--- src/rtl/control_unit.sv ---
`timescale 1ns / 100ps
// control_unit
// Multicycle MIPS control: a Moore main FSM that sequences each instruction
// through fetch/decode/execute/memory/writeback, plus a combinational ALU
// decoder. The two are linked by an internal 2-bit alu_op.
//
// Ports:
//   clk        system clock, rising edge
//   rst        asynchronous active-low reset (forces FETCH)
//   Opcode     instruction bits [31:26]
//   Funct      instruction bits [5:0]
//   MemtoReg, RegDst, IorD, PCSrc, ALUSrcA, IRWrite, MemWrite, PCWrite,
//   Branch, RegWrite   datapath selects / enables (state-only)
//   ALUSrcB    B-operand select: 00 reg B, 01 const 4, 10 SignImm, 11 SignImm<<2
//   ALUControl 010 add, 110 sub, 000 and, 001 or, 111 slt
module control_unit (
    input  logic       clk,
    input  logic       rst,
    input  logic [5:0] Opcode,
    input  logic [5:0] Funct,
    output logic       MemtoReg,
    output logic       RegDst,
    output logic       IorD,
    output logic       PCSrc,
    output logic       ALUSrcA,
    output logic       IRWrite,
    output logic       MemWrite,
    output logic       PCWrite,
    output logic       Branch,
    output logic       RegWrite,
    output logic [1:0] ALUSrcB,
    output logic [2:0] ALUControl
);

    localparam logic [5:0] OP_RTYPE = 6'b000000;
    localparam logic [5:0] OP_LW    = 6'b100011;
    localparam logic [5:0] OP_SW    = 6'b101011;
    localparam logic [5:0] OP_BEQ   = 6'b000100;
    localparam logic [5:0] OP_ADDI  = 6'b001000;

    typedef enum logic [3:0] {
        FETCH    = 4'd0,
        DECODE   = 4'd1,
        MEMADR   = 4'd2,
        MEMREAD  = 4'd3,
        MEMWB    = 4'd4,
        MEMWRITE = 4'd5,
        EXECUTE  = 4'd6,
        ALUWB    = 4'd7,
        BRANCH   = 4'd8,
        ADDIEXEC = 4'd9,
        ADDIWB   = 4'd10
    } state_t;

    state_t     state;
    state_t     next_state;
    logic [1:0] alu_op;

    always_ff @(posedge clk or negedge rst) begin
        if (!rst) state <= FETCH;
        else      state <= next_state;
    end

    // Next-state logic: the only place Opcode is consulted.
    always_comb begin
        next_state = FETCH;
        unique case (state)
            FETCH:    next_state = DECODE;
            DECODE: begin
                case (Opcode)
                    OP_LW, OP_SW: next_state = MEMADR;
                    OP_RTYPE:     next_state = EXECUTE;
                    OP_BEQ:       next_state = BRANCH;
                    OP_ADDI:      next_state = ADDIEXEC;
                    default:      next_state = FETCH;
                endcase
            end
            MEMADR: begin
                if (Opcode == OP_LW)      next_state = MEMREAD;
                else if (Opcode == OP_SW) next_state = MEMWRITE;
                else                      next_state = FETCH;
            end
            MEMREAD:  next_state = MEMWB;
            EXECUTE:  next_state = ALUWB;
            ADDIEXEC: next_state = ADDIWB;
            default:  next_state = FETCH;
        endcase
    end

    // Moore outputs: everything defaults low, each state raises its own set.
    always_comb begin
        MemtoReg = 1'b0;
        RegDst   = 1'b0;
        IorD     = 1'b0;
        PCSrc    = 1'b0;
        ALUSrcA  = 1'b0;
        IRWrite  = 1'b0;
        MemWrite = 1'b0;
        PCWrite  = 1'b0;
        Branch   = 1'b0;
        RegWrite = 1'b0;
        ALUSrcB  = 2'b00;
        alu_op   = 2'b00;
        case (state)
            FETCH: begin
                ALUSrcB = 2'b01;
                IRWrite = 1'b1;
                PCWrite = 1'b1;
            end
            DECODE:   ALUSrcB = 2'b11;
            MEMADR, ADDIEXEC: begin
                ALUSrcA = 1'b1;
                ALUSrcB = 2'b10;
            end
            MEMREAD:  IorD = 1'b1;
            MEMWRITE: begin
                IorD     = 1'b1;
                MemWrite = 1'b1;
            end
            MEMWB: begin
                MemtoReg = 1'b1;
                RegWrite = 1'b1;
            end
            EXECUTE: begin
                ALUSrcA = 1'b1;
                alu_op  = 2'b10;
            end
            ALUWB: begin
                RegDst   = 1'b1;
                RegWrite = 1'b1;
            end
            ADDIWB:   RegWrite = 1'b1;
            BRANCH: begin
                ALUSrcA = 1'b1;
                alu_op  = 2'b01;
                PCSrc   = 1'b1;
                Branch  = 1'b1;
            end
            default: ;
        endcase
    end

    // ALU decoder
    always_comb begin
        ALUControl = 3'b010;
        case (alu_op)
            2'b01: ALUControl = 3'b110;
            2'b10: begin
                case (Funct)
                    6'b100010: ALUControl = 3'b110;
                    6'b100100: ALUControl = 3'b000;
                    6'b100101: ALUControl = 3'b001;
                    6'b101010: ALUControl = 3'b111;
                    default:   ALUControl = 3'b010;
                endcase
            end
            default: ALUControl = 3'b010;
        endcase
    end

endmodule

--- config.mk ---
export PLATFORM = sky130hd
export DESIGN_NAME = control_unit
export DESIGN_NICKNAME = d
export VERILOG_FILES = /design/src/rtl/control_unit.sv
export SDC_FILE = /design/constraint.sdc
export NUM_CORES = 1
export LEC_CHECK = 0
export BUFFER_PORTS_ARGS = -buffer_cell sky130_fd_sc_hd__buf_2
export CAP_MARGIN = 20
export CORE_AREA = 5 5 42 44
export DETAILED_ROUTE_END_ITERATION = 8
export DIE_AREA = 0 0 47 49
export HOLD_SLACK_MARGIN = 0.15
export PLACE_DENSITY_LB_ADDON = 0.2
export RECOVER_POWER = 25
export SLEW_MARGIN = 30
export SYNTH_ARGS = -nofsm -noshare
export SYNTH_HDL_FRONTEND = slang
export SYNTH_SLANG_ARGS = --single-unit
--- constraint.sdc ---
create_clock -name clk -period 2.4 [get_ports clk]
set_clock_uncertainty 0.05 [all_clocks]
set_input_delay 0.36 -clock clk [delete_from_list [all_inputs] [get_ports clk]]
set_output_delay 0.36 -clock clk [all_outputs]
set_load 0.02 [all_outputs]
==> results.txt, run 1 <==
- Outcome: finished, final reports clean
- Vias in the first global route: 582
- Portion of the post-synthesis area used by sequential elements: 18.82%
* Via-to-Cell Ratio: 4.975
- Area of the mapped netlist: 531.8 µm²
- Total vias in the final route: 587
- Global routing finished with a remaining overflow of 0.
* Kind of critical path: reg2out
- Clock sink count: 4
- The worst-case IR drop observed on VDD is 0.3186 mV.
* Final-report hold violation count: 0
- The Yosys step of the flow raised 0 warnings.
* Async set-or-reset flop fraction in the synthesized netlist: 100.0%
* Unrepaired setup endpoints after global routing: false
- H-tree lvl count: 1
- Pin placement for this block handled 29 I/O pins.
- DRC viols: 0
* Data arrival time of the worst path: 1.87 ns
* Clock network latency to the later pin of the worst-skew pair: 0.24 ns
- In this run the clock root is driven by a sky130_fd_sc_hd__clkbuf_4.
* Ratio of cells with drive above 1 in the final layout: 49.02%
- In this run the most critical hold path is launched from Opcode[3].
- Clock-pin slew was measured on the worst setup and hold paths at 0.04 ns.
- Wire length of the first global-routing pass: 2373 µm
* Leading cell types in the layout, fill and taps excluded: sky130_fd_sc_hd__buf_2, sky130_fd_sc_hd__nand2_1, sky130_fd_sc_hd__nor2_1, sky130_fd_sc_hd__buf_4
- Counting along the longest clock path gives a buffer depth of 2.
* Cells after Synth: 70
- Number of pins with negative max-slew slack in the final report: 0
* Register with the most flip-flops: state
- The first routing iteration left 3 violations.
- Before antenna repair, the detailed router went through 4 iterations.
- The worst setup path is launched from a flip-flop.
- The region available for standard cell placement spans 0.001401 mm².
- GP Congestion: 0.8341
* Required time worst endpoint: 1.99 ns
- The synthesized design contains 4 register bits.
- Fmax: 438.7 MHz
* Max-Cap Viols: 0
- Die outline width: 47 µm
- Row generation in the floorplan step produced 14 rows.
* Die height: 49 µm
* Post-synth cell types: 34
* Headroom to the max-slew limit: 63.22%
- Type of the worst min-delay path: in2reg
- TritonCTS built the clock tree.
- The largest registers in the layout are state x4.
- The number of nets in the synthesized netlist is 87.
* Standby leakage power: 0.3534 nW
* Endpoints failing setup: 0
- In the final routed layout, each cell accounts on average for 12.28 µm.
* Launch instance of the worst register-to-register path: state[3]$_DFF_PN0_
- Final worst slack: 0.1205 ns
- Maximum net fanout on the critical path: 6
- Final ANT Viol Nets: 0
- Initial core utilization: 37.95%
- Total power for the finished layout comes to 0.4602 mW.
- In the synthesized netlist the dominant register cell turns out to be sky130_fd_sc_hd__dfrtp_1.
* Setup WS pre-CTS: 0.2698 ns
- STA classifies the critical path endpoint as an output pin.
* Pin count of the biggest net entering global routing: 10
- Each instance of the synthesized netlist takes up on average 7.597 µm².
- Buffers inserted during clock tree synthesis total 3.
* Power per Cell Area: 607.0 mW/mm²
- Worst setup path startpoint: state[2]$_DFF_PN0_
- Drt total wl: 1449 µm
* Aggregate global-route resource usage: 13.76%
- The number of cells on the worst reg-to-reg path is 5.
- Number of antenna violations at the first check in global routing: 0
- Fin crit share: 94.98%
- Leaving out fill and tap cells, the most frequent cell in the layout is sky130_fd_sc_hd__buf_2.
- Minimum period implied by the final worst setup slack: 2.280 ns
- Once detailed placement completed, the half-perimeter wirelength came to 1179 µm.
- Layout overhead on the synthesized area: 42.59%
* Flop2flop setup slack: 0.89 ns
- At the end of the flow, the number of nets in the layout was 121.
* Buffers added on ports: 28
- Count of cells along the worst hold path: 3
- In this run, synthesis inferred 0 flip-flops with an integrated enable.
- The die covers 0.002303 mm².
- Inserted Diodes: 0
* Total negative slack: 0 ns
- Worst-margin pin slew: 0.5440 ns
* Flip-flop count of the largest register, all copies and words added: 4
## per-stage QoR
step	cells	hold WS (ns)	utilization, %	area, µm²
floorplan	70	0.01441	-	531.8
global placement	112	0.1160	48.13	674.4
detailed placement	112	0.1185	48.13	674.4
CTS	116	0.3699	50.45	706.9
global route	118	0.3765	54.11	758.2
finish	118	0.3712	54.11	758.2
## final cells by class
| class | count | area [µm²] |
|---|---|---|
| inverters | 6 | 22.52 |
| fillers | 141 | 643.1 |
| repair buffers | 35 | 193.9 |
| well taps | 16 | 20.02 |
| clock buffers | 3 | 22.52 |
| multi-input cells | 54 | 397.9 |
| flip-flops and latches | 4 | 101.3 |
## path summary, 6_finish.rpt
path                                            to
min in group asynchronous       state[3]$_DFF_PN0_
max in group asynchronous       state[2]$_DFF_PN0_
worst max-delay path                 ALUControl[1]
worst max register to register  state[2]$_DFF_PN0_
worst min register to register  state[3]$_DFF_PN0_
worst min-delay path            state[0]$_DFF_PN0_
## report_power, final
group          switching [mW]  total, mW  internal, mW
clock network          0.0282     0.0841        0.0560
registers              0.0150     0.0958        0.0808
logic                   0.172      0.280         0.108
total                   0.215      0.460         0.245
## worst max-delay path, stage by stage, from the launching register on
cell	delay (ns)
sky130_fd_sc_hd__dfrtp_2	0.43
sky130_fd_sc_hd__inv_2	0.06
sky130_fd_sc_hd__nand2_1	0.05
sky130_fd_sc_hd__or3_4	0.37
sky130_fd_sc_hd__ha_4	0.28
sky130_fd_sc_hd__inv_1	0.03
sky130_fd_sc_hd__a211o_1	0.25
sky130_fd_sc_hd__buf_2	0.16
## cells in the mapped netlist, types with 2 or more instances
master                     instances  area, µm²
sky130_fd_sc_hd__nand2b_1          3      18.77
sky130_fd_sc_hd__o21ai_0           3      15.01
sky130_fd_sc_hd__nor2_1            6      22.52
sky130_fd_sc_hd__inv_2             2      7.510
sky130_fd_sc_hd__buf_4             2      15.01
sky130_fd_sc_hd__buf_6             2      22.52
sky130_fd_sc_hd__inv_1             4      15.01
sky130_fd_sc_hd__o31ai_1           2      15.01
sky130_fd_sc_hd__o21a_1            2      15.01
sky130_fd_sc_hd__o21ai_1           3      15.01
sky130_fd_sc_hd__dfrtp_1           4      100.1
sky130_fd_sc_hd__buf_2             2      10.01
sky130_fd_sc_hd__nor3_1            4      20.02
sky130_fd_sc_hd__nand2_1           8      30.03
sky130_fd_sc_hd__ha_1              3      37.54
sky130_fd_sc_hd__xnor2_1           2      17.52
## layer usage
metal	up-vias	wire length [µm]	GRT usage, %
met5	-	0	0
met4	0	19	6.912
met3	2	132	2.583
met2	24	738	23.08
met1	262	559	15.71
li1	299	-	-
## kinds of logic after synthesis
family / synth area share (%)
XOR/XNOR: 3.295
flip-flops: 18.82
adder cells (fa/ha/maj): 7.060
multiplexers: 2.117
AND/OR/NAND/NOR: 36.95
AO/OA/AOI/OAI: 18.59
buffers and inverters: 13.18
## what timing repair did
action,in CTS,in global routing
resized for setup,0,7
setup buffers,0,2
endpoints found under the setup margin,0,3
hold endpoints to repair,4,0
hold buffers,1,0
Note: power is estimated with default switching activity, not from simulation.
==> inputs of run 2 (changes only) <==
--- a/config.mk
+++ b/config.mk
@@ -7,9 +7,9 @@
 export LEC_CHECK = 0
 export BUFFER_PORTS_ARGS = -buffer_cell sky130_fd_sc_hd__buf_2
 export CAP_MARGIN = 20
-export CORE_AREA = 5 5 42 44
+export CORE_MARGIN = 5
+export CORE_UTILIZATION = 38
 export DETAILED_ROUTE_END_ITERATION = 8
-export DIE_AREA = 0 0 47 49
 export HOLD_SLACK_MARGIN = 0.15
 export PLACE_DENSITY_LB_ADDON = 0.2
 export RECOVER_POWER = 25
==> constraint.sdc (replaced) <==
create_clock -name clk -period 2 [get_ports clk]
set_clock_uncertainty 0.05 [all_clocks]
set_input_delay 0.3 -clock clk [delete_from_list [all_inputs] [get_ports clk]]
set_output_delay 0.3 -clock clk [all_outputs]
set_load 0.02 [all_outputs]
==> run 2 against run 1 <==
  * Non-clock buffer count grew 10
  * Global-route usage increased by 1.9 points
  * Register-to-register slack got worse by 0.37 ns
  * The run now ends with negative setup slack left
  * Routed wire length rose by 5.0%
  * Clock-buffer cell count is the same
  * Largest cell class unchanged
  * Sequential power rose by 16%
  * Flip-flop and latch count is the same
  * Combinational power grew 46%
  * First-iteration DRC count down 33%
  * Final area grew 15%
  * Power up 35%
==> results.txt, run 2 (same netlist as run 1, synthesis figures left out) <==
- The arrival time of the worst setup path is 1.82 ns (-0.05 ns).
- The antenna diode count is 0 (unchanged).
- Final ANT Viol Nets: 0 (unchanged)
* Switching share of power: 44.13% (-2.7 points)
- Register with the most flip-flops: state
- Leading cell types in the layout, fill and taps excluded: sky130_fd_sc_hd__buf_2, sky130_fd_sc_hd__buf_4, sky130_fd_sc_hd__nand2_1
- The die boundary width was 47.41 µm (+0.87%).
* Buffers added on ports: 28 (unchanged)
* Kind of critical path: reg2out
- The CTS sink count is 4 (unchanged).
- Area of the core: 0.001318 mm² (-6.0%)
* Total clock buffers created by CTS: 3 (unchanged)
* Final worst hold slack: 0.3150 ns (-0.05626 ns)
* Ratio of cells with drive above 1 in the final layout: 57.14% (+8.1 points)
* Minimum period implied by the final worst setup slack: 2.171 ns
* Final-report hold violation count: 0 (unchanged)
* Layout overhead on the synthesized area: 63.53%
- Leading cell type in the layout, fill and taps excluded: sky130_fd_sc_hd__buf_2
- Top flop regs: state x4
* Fin crit share: 108.6%
* DRC viols: 0 (unchanged)
* Clock tree buffer depth: 2 (unchanged)
- CP endpoint kind: output pin
- H-tree lvl count: 1 (unchanged)
- Total vias in the final route: 631 (+7.5%)
- The worst path required time is 1.65 ns (-0.34 ns).
- Aggregate global routing overflow: 0 (unchanged)
- The number of antenna violations at the first check in global routing came to 0 (unchanged).
* Cell row count: 13 (-1)
* Endpoints failing setup: 3 (+3)
* Unrepaired setup endpoints after global routing: true
- Clock network power share: 16.2% (-2.1 points)
- The number of nets in the layout was 131 (+8.3%).
* Outcome: finished, violations left
* Failing checks: negative setup slack
- The worst setup path is launched from a flip-flop.
- The switching power was 0.2743 mW (+27%).
* Fmax: 460.6 MHz
* Headroom to the max-slew limit: 57.32% (-5.9 points)
* Launch instance of the worst register-to-register path: state[3]$_DFF_PN0_
- TritonCTS built the clock tree.
- The number of flip-flops under the largest register name was 4 (unchanged).
- Clock transition at the registers of the reported paths: 0.04 ns (about the same)
- The transition time of the tightest slew-check pin was 0.6312 ns (+0.08726 ns).
- The average wire per cell in the routed design was 11.98 µm (-2.4%).
- Aggregate global-route resource usage: 15.66% (+1.9 points)
* Count of TritonRoute iterations in the first routing pass: 4 (unchanged)
* Half-perimeter wire length after placement: 1148 µm (-2.6%)
* Number of pins with negative max-slew slack in the final report: 0 (unchanged)
- HP Start: Opcode[3]
- The pre-CTS setup slack is -0.001245 ns (-0.2710 ns).
- Standby leakage power: 0.4201 nW (+19%)
- The maximum vdd drop is 0.4210 mV (+32%).
- GP Congestion: 0.7660 (-8.2%)
- Worst setup path startpoint: state[0]$_DFF_PN0_
- The detailed router's first-iteration violation count is 2 (-1).
- Pint: 0.3472 mW (+42%)
- Maximum net fanout on the critical path: 3 (-3)
- Vias in the first global route: 604 (+3.8%)
- Part of the total power dissipated in sequential elements: 17.9% (-2.9 points)
- The combinational fraction of design power is 65.9% (+5.0 points).
- Clock network latency to the later pin of the worst-skew pair: 0.23 ns (about the same)
- Fin cells: 127 (+7.6%)
* Type of the worst min-delay path: in2reg
- Final worst slack: -0.1712 ns (-0.2917 ns)
* Drt total wl: 1522 µm (+5.0%)
* Root buffer cell: sky130_fd_sc_hd__clkbuf_4
- The largest net degree at the start of global routing was 7 (-3).
- The total power was 0.6215 mW (+35%).
- Die area: 0.002248 mm² (-2.4%)
- Max-Cap Viols: 0 (unchanged)
* Via-to-Cell Ratio: 4.969 (-0.12%)
- Post-Place Cells: 118 (+5.4%)
* Die height: 47.41 µm (-3.2%)
* Initial core utilization: 40.36% (+2.4 points)
- The total power per unit cell area came to 714.7 mW/mm² (+18%).
- IO Count: 29 (unchanged)
- The sum of negative setup slack is -0.4444 ns (-0.4444 ns).
* Wire length of the first global-routing pass: 2442 µm (+2.9%)
[run 2: power groups by stage]
stage	clock [mW]	sequential, mW	combinational (mW)
2_1_floorplan	0	0.102	0.251
3_3_place_gp	0	0.115	0.350
3_5_place_dp	0	0.114	0.351
4_1_cts	0.102	0.109	0.399
5_1_grt	0.109	0.114	0.447
6_report	0.100	0.111	0.410
[run 2: area by class of cell]
class	count	area [µm²]
tap	15	18.77
clock buffer	3	22.52
fill	103	447.9
inverter	6	22.52
sequential	4	100.1
timing repair buffer	45	286.5
multi-input combinational	54	419.2
[run 2: worst paths after layout]
| kind | endpoint | slack [ns] | cells past startpoint |
|---|---|---|---|
| min reg2reg | state[0]$_DFF_PN0_ | 0.69 | 3 |
| min in group asynchronous | state[1]$_DFF_PN0_ | 0.37 | 2 |
| max reg2reg | state[2]$_DFF_PN0_ | 0.52 | 5 |
| max | ALUControl[1] | -0.17 | 6 |
| min | state[0]$_DFF_PN0_ | 0.31 | 3 |
| max in group asynchronous | state[0]$_DFF_PN0_ | 1.36 | 2 |
[run 2: worst max-delay path, cell delays in order, from the launching register on]
cell,delay (ns)
sky130_fd_sc_hd__dfrtp_1,0.39
sky130_fd_sc_hd__buf_6,0.13
sky130_fd_sc_hd__or3_4,0.39
sky130_fd_sc_hd__ha_4,0.29
sky130_fd_sc_hd__inv_2,0.03
sky130_fd_sc_hd__a211o_1,0.23
sky130_fd_sc_hd__buf_6,0.13
[run 2: layer usage]
metal / wire length [µm] / track usage [%]
met5: 0 / 0
met4: 11 / 10.50
met3: 83 / 3.759
met2: 760 / 23.80
met1: 665 / 19.46
[run 2: repair_timing]
item,in CTS,in global routing
pin swaps,7,3
gates resized for setup,11,5
buffers inserted,5,0
endpoints found under the hold margin,4,0
endpoints found under the setup margin,3,4
hold buffers,1,0
[run 2: metrics by stage]
step / utilization [%] / instance area [µm²]
detailed placement: 55.08 / 725.7
CTS: 64.77 / 853.3
global placement: 55.08 / 725.7
finish: 66.00 / 869.6
floorplan: - / 531.8
global route: 66.00 / 869.6
